### config.mk
export PLATFORM = sky130hd
export DESIGN_NAME = cache_ctrl_fsm
export DESIGN_NICKNAME = d
export VERILOG_FILES = /design/src/rtl/cache_ctrl_fsm.sv
export SDC_FILE = /design/constraint.sdc
export NUM_CORES = 1
export LEC_CHECK = 0
export ABC_AREA = 1
export CORE_MARGIN = 4
export CORE_UTILIZATION = 25
export CTS_BUF_LIST = sky130_fd_sc_hd__clkbuf_16
export DETAILED_ROUTE_END_ITERATION = 6
export HOLD_SLACK_MARGIN = 0.06
export PLACE_DENSITY = 0.46
export SLEW_MARGIN = 20
export SYNTH_ARGS = -nofsm -noshare
export SYNTH_HDL_FRONTEND = slang
export SYNTH_SLANG_ARGS = --single-unit
export TNS_END_PERCENT = 1
### constraint.sdc
create_clock -name clk -period 3.55 [get_ports clk]
set_input_delay 0.71 -clock clk [delete_from_list [all_inputs] [get_ports clk]]
set_output_delay 0.71 -clock clk [all_outputs]
set_load 0.02 [all_outputs]
### src/rtl/cache_ctrl_fsm.sv
// Sequencing controller for the set-associative cache datapath: probe, dirty-victim
// writeback, refill and replay, with saturating hit/miss/writeback counters.
module cache_ctrl_fsm #(
    parameter int WORD_SIZE       = 32,
    parameter int WORDS_PER_BLOCK = 4,
    parameter int NUM_BLOCKS      = 64,
    parameter int NUM_WAYS        = 4,
    parameter int CNT_WIDTH       = 32,
    localparam int OFFSET_WIDTH   = $clog2(WORDS_PER_BLOCK),
    localparam int NUM_SETS       = NUM_BLOCKS / NUM_WAYS,
    localparam int INDEX_WIDTH    = $clog2(NUM_SETS),
    localparam int TAG_WIDTH      = 32 - INDEX_WIDTH - OFFSET_WIDTH
) (
    input  logic                    clk,
    input  logic                    rst_n,
    input  logic                    cpu_req_valid,
    input  logic                    cpu_req_type,
    input  logic [31:0]             cpu_addr,
    output logic                    cpu_ready,
    output logic                    cpu_resp_valid,
    output logic [TAG_WIDTH-1:0]    tag,
    output logic [INDEX_WIDTH-1:0]  index,
    output logic [OFFSET_WIDTH-1:0] blk_offset,
    output logic                    req_type,
    output logic                    read_en_cache,
    output logic                    write_en_cache,
    output logic                    read_en_mem,
    output logic                    write_en_mem,
    input  logic                    hit,
    input  logic                    dirty_bit,
    output logic                    mem_req,
    output logic                    mem_rw,
    input  logic                    mem_ready,
    output logic [CNT_WIDTH-1:0]    hit_cnt,
    output logic [CNT_WIDTH-1:0]    miss_cnt,
    output logic [CNT_WIDTH-1:0]    wb_cnt
);

    if (WORD_SIZE <= 0 || TAG_WIDTH <= 0) begin : g_bad_cfg
        $error("cache_ctrl_fsm: invalid geometry");
    end

    typedef enum logic [2:0] {
        S_IDLE       = 3'd0,
        S_PROBE      = 3'd1,
        S_CHECK      = 3'd2,
        S_WRITEBACK  = 3'd3,
        S_REFILL_REQ = 3'd4,
        S_REFILL     = 3'd5,
        S_DONE       = 3'd6
    } state_t;

    state_t                 state_r, state_nxt_s;
    logic [31:0]            addr_r, addr_nxt_s;
    logic                   type_r, type_nxt_s;
    logic                   replay_r, replay_nxt_s;
    logic                   err_r, err_nxt_s;
    logic                   inc_hit_s, inc_miss_s, inc_wb_s;
    logic                   cpu_ready_r, cpu_resp_valid_r;
    logic                   read_en_cache_r, write_en_cache_r, read_en_mem_r, write_en_mem_r;
    logic                   mem_req_r, mem_rw_r;
    logic [CNT_WIDTH-1:0]   hit_cnt_r, miss_cnt_r, wb_cnt_r;

    function automatic logic [CNT_WIDTH-1:0] sat_inc(input logic [CNT_WIDTH-1:0] val,
                                                     input logic en);
        if (en && (val != {CNT_WIDTH{1'b1}})) begin
            return val + {{(CNT_WIDTH-1){1'b0}}, 1'b1};
        end else begin
            return val;
        end
    endfunction

    // Next-state, request latch and counter-increment decode
    always_comb begin
        state_nxt_s  = state_r;
        addr_nxt_s   = addr_r;
        type_nxt_s   = type_r;
        replay_nxt_s = replay_r;
        err_nxt_s    = err_r;
        inc_hit_s    = 1'b0;
        inc_miss_s   = 1'b0;
        inc_wb_s     = 1'b0;
        case (state_r)
            S_IDLE: begin
                if (cpu_req_valid) begin
                    addr_nxt_s  = cpu_addr;
                    type_nxt_s  = cpu_req_type;
                    state_nxt_s = S_PROBE;
                end else begin
                    state_nxt_s = S_IDLE;
                end
            end
            S_PROBE: state_nxt_s = S_CHECK;
            S_CHECK: begin
                if (hit) begin
                    inc_hit_s   = ~replay_r;
                    state_nxt_s = S_DONE;
                end else if (replay_r) begin
                    // a refill that still misses is a datapath fault, not a new miss
                    err_nxt_s   = 1'b1;
                    state_nxt_s = S_DONE;
                end else begin
                    inc_miss_s  = 1'b1;
                    state_nxt_s = dirty_bit ? S_WRITEBACK : S_REFILL_REQ;
                end
            end
            S_WRITEBACK: begin
                if (mem_ready) begin
                    inc_wb_s    = 1'b1;
                    state_nxt_s = S_REFILL_REQ;
                end else begin
                    state_nxt_s = S_WRITEBACK;
                end
            end
            S_REFILL_REQ: begin
                if (mem_ready) begin
                    state_nxt_s = S_REFILL;
                end else begin
                    state_nxt_s = S_REFILL_REQ;
                end
            end
            S_REFILL: begin
                replay_nxt_s = 1'b1;
                state_nxt_s  = S_PROBE;
            end
            S_DONE: begin
                replay_nxt_s = 1'b0;
                state_nxt_s  = S_IDLE;
            end
            default: state_nxt_s = S_IDLE;
        endcase
    end

    // State, latched request and counters
    always_ff @(posedge clk or negedge rst_n) begin
        if (!rst_n) begin
            state_r    <= S_IDLE;
            addr_r     <= 32'd0;
            type_r     <= 1'b0;
            replay_r   <= 1'b0;
            err_r      <= 1'b0;
            hit_cnt_r  <= {CNT_WIDTH{1'b0}};
            miss_cnt_r <= {CNT_WIDTH{1'b0}};
            wb_cnt_r   <= {CNT_WIDTH{1'b0}};
        end else begin
            state_r    <= state_nxt_s;
            addr_r     <= addr_nxt_s;
            type_r     <= type_nxt_s;
            replay_r   <= replay_nxt_s;
            err_r      <= err_nxt_s;
            hit_cnt_r  <= sat_inc(hit_cnt_r, inc_hit_s);
            miss_cnt_r <= sat_inc(miss_cnt_r, inc_miss_s);
            wb_cnt_r   <= sat_inc(wb_cnt_r, inc_wb_s);
        end
    end

    // Control outputs registered from the next state so they align with the state register
    always_ff @(posedge clk or negedge rst_n) begin
        if (!rst_n) begin
            cpu_ready_r      <= 1'b1;
            cpu_resp_valid_r <= 1'b0;
            read_en_cache_r  <= 1'b0;
            write_en_cache_r <= 1'b0;
            read_en_mem_r    <= 1'b0;
            write_en_mem_r   <= 1'b0;
            mem_req_r        <= 1'b0;
            mem_rw_r         <= 1'b0;
        end else begin
            cpu_ready_r      <= (state_nxt_s == S_IDLE);
            cpu_resp_valid_r <= (state_nxt_s == S_DONE);
            read_en_cache_r  <= (state_nxt_s == S_PROBE) && !type_nxt_s;
            write_en_cache_r <= (state_nxt_s == S_PROBE) && type_nxt_s;
            read_en_mem_r    <= (state_nxt_s == S_REFILL);
            write_en_mem_r   <= (state_nxt_s == S_WRITEBACK);
            mem_req_r        <= (state_nxt_s == S_WRITEBACK) || (state_nxt_s == S_REFILL_REQ);
            mem_rw_r         <= (state_nxt_s == S_WRITEBACK);
        end
    end

    assign cpu_ready      = cpu_ready_r;
    assign cpu_resp_valid = cpu_resp_valid_r;
    assign tag            = addr_r[31:OFFSET_WIDTH+INDEX_WIDTH];
    assign index          = addr_r[OFFSET_WIDTH+INDEX_WIDTH-1:OFFSET_WIDTH];
    assign blk_offset     = addr_r[OFFSET_WIDTH-1:0];
    assign req_type       = type_r;
    assign read_en_cache  = read_en_cache_r;
    assign write_en_cache = write_en_cache_r;
    assign read_en_mem    = read_en_mem_r;
    assign write_en_mem   = write_en_mem_r;
    assign mem_req        = mem_req_r;
    assign mem_rw         = mem_rw_r;
    assign hit_cnt        = hit_cnt_r;
    assign miss_cnt       = miss_cnt_r;
    assign wb_cnt         = wb_cnt_r;

endmodule

Word level (Yosys, flattened, before mapping)
Cells that the tools add are included.
{"block": "op_classes", "addsub": 3, "eq_ne": 14, "n_mux": 17, "n_bitwise": 1, "reduce_logical": 11}
{"operator": "32-bit by 1-bit adder with 32-bit output, second input constant", "n": 3}
{"operator": "32-bit inequality test, second input constant", "n": 3}
{"operator": "3-bit equality test, second input constant", "n": 6}
{"operator": "3-bit case mux with 6 select lines", "n": 1}
{"operator": "3-bit 2-to-1 mux", "n": 4}
{"operator": "1-bit 2-to-1 mux", "n": 11}
{"operator": "3-bit by 2-bit equality test with 1-bit output, second input constant", "n": 3}
{"operator": "3-bit by 1-bit equality test with 1-bit output, second input constant", "n": 2}
{"operator": "3-bit logical NOT", "n": 2}
{"operator": "1-bit logical AND", "n": 5}
{"operator": "1-bit case mux with 2 select lines", "n": 1}
{"operator": "2-bit AND reduction", "n": 1}
{"operator": "2-bit nonzero test", "n": 1}
{"operator": "1-bit logical NOT", "n": 1}
{"operator": "1-bit logical OR", "n": 1}
{"operator": "1-bit inverter", "n": 1}
{"block": "word_totals", "reg_bits": 140, "input_bits": 39, "wordCells": 60}

Longest topological paths before layout
Gate-level depths: netlist of the first run.
{"block": "logic_depth", "ltp_word": 6, "depth_mapped": 11}

Worst setup path after synthesis of the first run
Ideal clock, no wire load.
{"block": "synth_timing", "path_type": "register -> register", "start": "reg wb_cnt_r[1] (netlist: wb_cnt[1])", "end": "reg wb_cnt_r[30] (netlist: wb_cnt[30])", "arrival_ps": 1672, "t_required_ps": 3433, "setup_slack_ps": 1761, "path_stages_with_launch": 12, "n_path_buf": 1, "synth_period_minus_slack_ps": 1789, "cell_sequence": "dfrtp_1 ha_1 inv_2 nor2_4 nand2_2 nor2_4 nand2_2 nand2_4 inv_2 buf_6 nand2_1 nand2_1"}
{"block": "synth_via", "elab_chain_len": 2, "elab_cells_between_ends": 3, "classes_between": "1 x add/sub; 1 x eq/ne; 1 x reduce/logical"}
{"item": "start, declared", "line": "62", "text": "logic [CNT_WIDTH-1:0] hit_cnt_r, miss_cnt_r, wb_cnt_r;"}
{"item": "start signal, assigned", "line": "144", "text": "wb_cnt_r <= {CNT_WIDTH{1'b0}};"}
{"item": "start signal, assigned", "line": "153", "text": "wb_cnt_r <= sat_inc(wb_cnt_r, inc_wb_s);"}
{"item": "parallel branches: the longest is 2 deep, another holds 32-bit by 1-bit adder with 32-bit output"}
Several ways; the timed one is not identified.
A chain may end at the register's enable or synchronous reset.

Worst setup path in the final report of the first run
{"block": "layout_timing", "start": "reg wb_cnt_r[26] (netlist: wb_cnt[26])", "end": "out wb_cnt[26]"}
{"item": "end, declared", "line": "36", "text": "output logic [CNT_WIDTH-1:0] wb_cnt"}
No word-level cell between the ends.

==> run summary, run 1 <==
Cell variety after synth: 27
Buffers & Inverters on Critical Path: 1
TritonCTS Sinks: 140
Worst setup SP type: flop
Worst path required time: 2840 ps
Hpwl dp: 18800 µm
Setup Skew: 6.63 ps
Fin nets: 1457
Final ANT Viol Nets: 0
Maximum VDD drop: 353 µV
Final Max Tran Viols: 0
CP Class: flop to output pin
Grt total ovfl: 0
Worst hold-check path type: input pin to async pin
Leak: 4.95 nW
CTS tree: yes
Delay-heaviest family, CP: buffers and inverters
Top cells by area, synth: dfrtp_1, nand2_1, nor2_1
Total routed wirelength: 25300 µm
CP max stage cell: clkdlybuf4s50_1
Syn_area_per_cell: 6.61 µm²
DP Cell Count: 1838
Port Buffers: 175
Tightest Pin Transition: 633 ps
DR WL/cell: 13.5 µm
DR iter-0 viols: 319
Pwr per Cell Area: 492 nW/µm²
Area of the core: 32500 µm²
Final period util: 65.0%
Total track usage: 14.6%
Syn Std Cell Area: 8200 µm²
Outcome: completed
I/O pin cnt: 176
DR DRC count: 0
Vias per cell: 4.20
Antenna diode instance count: 0
Htree depth: 4
Synthesized flop and latch total: 140
CTS buffer count: 17
CP arrival: 1600 ps
First-pass iteration count of the detailed router: 4
R2R setup slack: 1260 ps
Initial antenna violation count: 2
CTS Hold Bufs: 0
Leading area contributor after synthesis: dfrtp_1
CP Max Fanout: 6
Global-route wire length before repair: 42100 µm
Clock slew at reported path FFs: 60 ps
Setup bufs post-CTS: 0
Synth warn: 0
Largest net degree at the start of global routing: 58
Yosys top cell area share: 42.4%
Clock latency on the worst-skew pair: 430 ps
Post-synthesis sequential area ratio: 42.7%
CTS Buffer Depth: 2
Net Count, Synth: 1282
Worst-path cell chain: clkdlybuf4s50_1
CP endpoint kind: output pin
Post-synthesis instance total: 1240
Initial Utilization: 25.3%
RSZ-0062 raised after global routing: no
Max stage delay on crit path: 690 ps
Via count: 7848
Post-cts resize count: 0
Slew headroom: 57.8%
Die height: 189 µm
Rows: 66
Root buf cell: clkbuf_16
Die Area: 35800 µm²
Vias in the first global route: 7796
Setup TNS: 0 ps
RePlAce Congestion: 0.861
Die X: 189 µm
Min Tclk post-route: 2310 ps
Post-Layout Cell Count: 1870
Hold Fails Final Rpt: 0
Area added between synthesis and finish: 33.0%
Max cap viols: 0
Endpoints failing setup: 0
Fmax: 433 MHz
Ratio of cells with drive above 1 in the final layout: 4.13%
[report_power, final]
group          internal (mW)  total (mW)  leakage [nW]  switching, mW
sequential              1.87        2.06          1.87          0.194
combinational          0.648        1.58          2.79          0.928
clock                   1.01        1.73         0.285          0.720
[final timing paths]
kind / startpoint / to / cells after the start
worst min register to register: addr_r[1] / addr_r[1] / 2
worst min-delay path: rst_n / wb_cnt[11] / 1
max in group asynchronous: rst_n / hit_cnt[14] / 2
worst max-delay path: wb_cnt[26] / wb_cnt[26] / 1
min in group clk: addr_r[1] / addr_r[1] / 2
worst max register to register: wb_cnt[0] / wb_cnt[23] / 10
[layout by cell type (no fill, tap or decap), types with 6 or more instances in the layout]
| cell | synthesis | final |
|---|---|---|
| nand2_1 | 654 | 654 |
| clkdlybuf4s50_1 | 0 | 174 |
| nor2_1 | 160 | 160 |
| dfrtp_1 | 139 | 139 |
| inv_1 | 97 | 101 |
| nand3_1 | 53 | 53 |
| xor2_1 | 20 | 20 |
| xnor2_1 | 19 | 19 |
| clkbuf_16 | 0 | 17 |
| o21ai_0 | 14 | 14 |
| nand4_1 | 13 | 13 |
| nor2_2 | 7 | 7 |
| nand2_2 | 6 | 6 |
| inv_2 | 5 | 6 |
[layout make-up]
cell class                 count  area (µm²)
sequential                   140        3500
timing repair buffer         179        1800
fill                        3553       21500
multi-input combinational    974        4120
inverter                     103         389
clock inverter                15         118
clock buffer                  17         425
tap                          442         553
[synthesized netlist by cell type]
library cell,instances
nor2_1,160
buf_4,8
a21oi_1,2
nand3_1,53
buf_6,9
a21o_1,1
o21ai_1,3
nor2_2,7
o21ai_0,14
dfrtp_1,139
nand2_4,4
inv_1,97
ha_1,3
and2_1,1
clkbuf_1,6
inv_4,1
xor2_1,20
nand4_1,13
dfstp_2,1
xnor2_1,19
nor3_1,5
or2_2,1
nor2_4,4
inv_2,5
nand3b_1,4
nand2_2,6
nand2_1,654
[cells by family (layout without fill, tap and decap cells)]
group / count (synthesis) / after routing / synth area share (%)
flops: 140 / 140 / 42.7
compound gates: 20 / 20 / 1.25
simple gates: 912 / 912 / 44.4
xor+xnor: 39 / 39 / 4.17
buf+inv: 126 / 314 / 6.99
fa+ha+maj: 3 / 3 / 0.458
[stage by stage]
stage	utilization (%)	hold slack [ps]	area [µm²]	worst slack, ps	power (mW)
floorplan	-	414	8200	1760	2.95
global placement	31.9	453	10400	848	3.70
detailed placement	31.9	458	10400	828	3.71
CTS	33.6	257	10900	1200	5.50
global route	33.6	290	10900	1010	5.73
finish	33.6	247	10900	1240	5.37
[metal layers]
| layer | GRT usage (%) | part of all wire (%) | vias to the layer above |
|---|---|---|---|
| met5 | 0 | 0.099 | - |
| met4 | 3.98 | 1.3 | 4 |
| met3 | 4.35 | 5.7 | 21 |
| met2 | 23.3 | 45 | 141 |
| met1 | 19.4 | 48 | 3564 |
| li1 | - | - | 4118 |
[worst reg2reg max path: cells and delay by family, from the launching register on]
| family | cells | cell delay, ps |
|---|---|---|
| buffers and inverters | 2 | 380 |
| flip-flops | 1 | 420 |
| AND/OR/NAND/NOR | 7 | 1040 |
| adder cells (fa/ha/maj) | 1 | 330 |
[sequential cells by signal, indices dropped and copies added, names as in the netlist]
register and cells:
replay_r 1, wb_cnt 32, miss_cnt 32, mem_rw 1, read_en_mem 1, write_en_cache 1
read_en_cache 1, state_r 3, mem_req 1, hit_cnt 32, req_type 1, cpu_resp_valid 1
addr_r 32, cpu_ready 1
Power figures use the tool's default switching activity.
==> run 2, diff against run 1 <==
Clock period 3.55 ns to 2.3 ns, I/O delays scaled along.
==> run summary, run 2 (synthesized netlist as in run 1, its figures left out) <==
Die Area: 35800 µm²
R2R Path End: hit_cnt[2]
Rows: 66
Post-Layout Cell Count: 1884
Worst path required time: 1840 ps
Outcome: completed
Multi-input gate area: 4120 µm²
Commonest non-fill, non-tap cell in the layout: nand2_1
Worst-path cell chain: clkdlybuf4s50_1
Grt total ovfl: 0
Pwr per Cell Area: 775 nW/µm²
Htree depth: 4
Flip-flop and latch area: 3500 µm²
Clock share of power: 33.8%
Cell Area, Placed: 10500 µm²
Met1 Use GR: 20.0%
Leak: 5.03 nW
Seq pwr share: 37.1%
Port Buffers: 175
Hold Startpoint: addr_r[25]
RSZ-0062 raised after global routing: no
Vias in the first global route: 7826
Most frequent cells in the layout: nand2_1, clkdlybuf4s50_1, nor2_1
Max cap viols: 0
DR iter-0 viols: 327
Ratio of cells with drive above 1 in the final layout: 5.34%
Cell area after layout: 11100 µm²
DR DRC count: 0
Endpoints failing setup: 0
CTS Buffer Depth: 2
Post-cts resize count: 0
Hpwl dp: 19400 µm
DR WL/cell: 13.7 µm
Final period util: 91.3%
Slew headroom: 67.7%
Final ANT Viol Nets: 0
Max stage delay on crit path: 690 ps
Met3 Use GR: 3.91%
Final Max Tran Viols: 0
Clock slew at reported path FFs: 60 ps
Cell count of the worst reg-to-reg path: 9
Switching Power: 2.95 mW
Initial Utilization: 25.3%
Worst setup SP type: flop
CP arrival: 1640 ps
Fin nets: 1471
First-pass iteration count of the detailed router: 5
Tightest Pin Transition: 481 ps
Die X: 189 µm
Via count: 7881
Clock latency on the worst-skew pair: 440 ps
Min Tclk post-route: 2100 ps
Global routing's busiest layer: met2
Vias per cell: 4.18
R2R setup slack: 310 ps
CP max stage cell: clkdlybuf4s50_1
Fill cells: 3570
Hold Path Stages: 2
Hold Fails Final Rpt: 0
Total routed wirelength: 25800 µm
Root buf cell: clkbuf_16
Total track usage: 14.7%
DP Cell Count: 1851
CTS buffer count: 17
Largest net degree at the start of global routing: 39
Die height: 189 µm
Antenna diode instance count: 0
Area added between synthesis and finish: 35.2%
TritonCTS Sinks: 140
Int Pwr: 5.64 mW
Setup Skew: 14.8 ps
CP endpoint kind: output pin
Delay-heaviest family, CP: buffers and inverters
RR Startpoint: hit_cnt[0]
Area of the core: 32500 µm²
I/O pin cnt: 176
CP Max Fanout: 1
Global-route wire length before repair: 42400 µm
CP Class: flop to output pin
Initial antenna violation count: 1
Met2 usage in global routing: 23.1%
Maximum VDD drop: 601 µV
Switching Fraction: 34.4%
Setup TNS: 0 ps
RePlAce Congestion: 0.842
Buffers & Inverters on Critical Path: 1
Final Util: 34.2%
Hold Path End: addr_r[25]
Comb pwr share: 29.0%
Smallest hold slack: 468 ps
Fmax: 476 MHz
CTS tree: yes
Worst hold-check path type: flop to flop
## run 2: timing repair
action | 4_1_cts | 5_1_grt
endpoints found under the hold margin | 28 | 0
buffers inserted | 0 | 0
hold buffers | 1 | 0
## run 2: area by class of cell
cell class                      instances  area share, %
Timing Repair Buffer                  193           17.3
Clock inverter                         15           1.57
Sequential cell                       140           31.6
Clock buffer                           17           3.84
Inverter                              103           3.51
Multi-Input combinational cell        974           37.2
Tap cell                              442           4.99
## run 2: worst reg2reg max path: stages (launching register included)
cell and delay [ps]:
dfrtp_1 400, ha_1 270, inv_1 90, nor2_2 150, nand2_2 120, nor2_4 190, nand2_4 100, nand2_4 80
buf_4 310, o21ai_0 140
## run 2: how the worst max path moves through the flow
stage | endpoint | startpoint | cells past startpoint
floorplan | wb_cnt[30] | wb_cnt[1] | 11
global placement | mem_req | cpu_req_valid | 9
detailed placement | mem_req | cpu_req_valid | 9
CTS | cpu_ready | cpu_ready | 1
global route | hit_cnt[2] | hit_cnt[0] | 10
finish | cpu_ready | cpu_ready | 1
## run 2: power by group through the flow
stage	registers (mW)	logic (mW)	clock network, mW
2_1_floorplan	3.66	0.888	0
4_1_cts	3.20	2.56	3.03
5_1_grt	3.26	2.74	3.10
3_3_place_gp	3.22	2.56	0
3_5_place_dp	3.22	2.55	0
6_report	3.19	2.49	2.91
## run 2: stage by stage
stage	power, mW	setup slack [ps]
after floorplan	4.55	511
after global placement	5.78	272
after detailed placement	5.78	294
after CTS	8.79	174
after global routing	9.10	91.1
final	8.59	201
## run 2: layer usage
layer,share of wire [%],up-vias
met3,5.1,18
li1,-,4136
met5,0.047,-
met4,1.4,2
met2,45,152
met1,49,3573
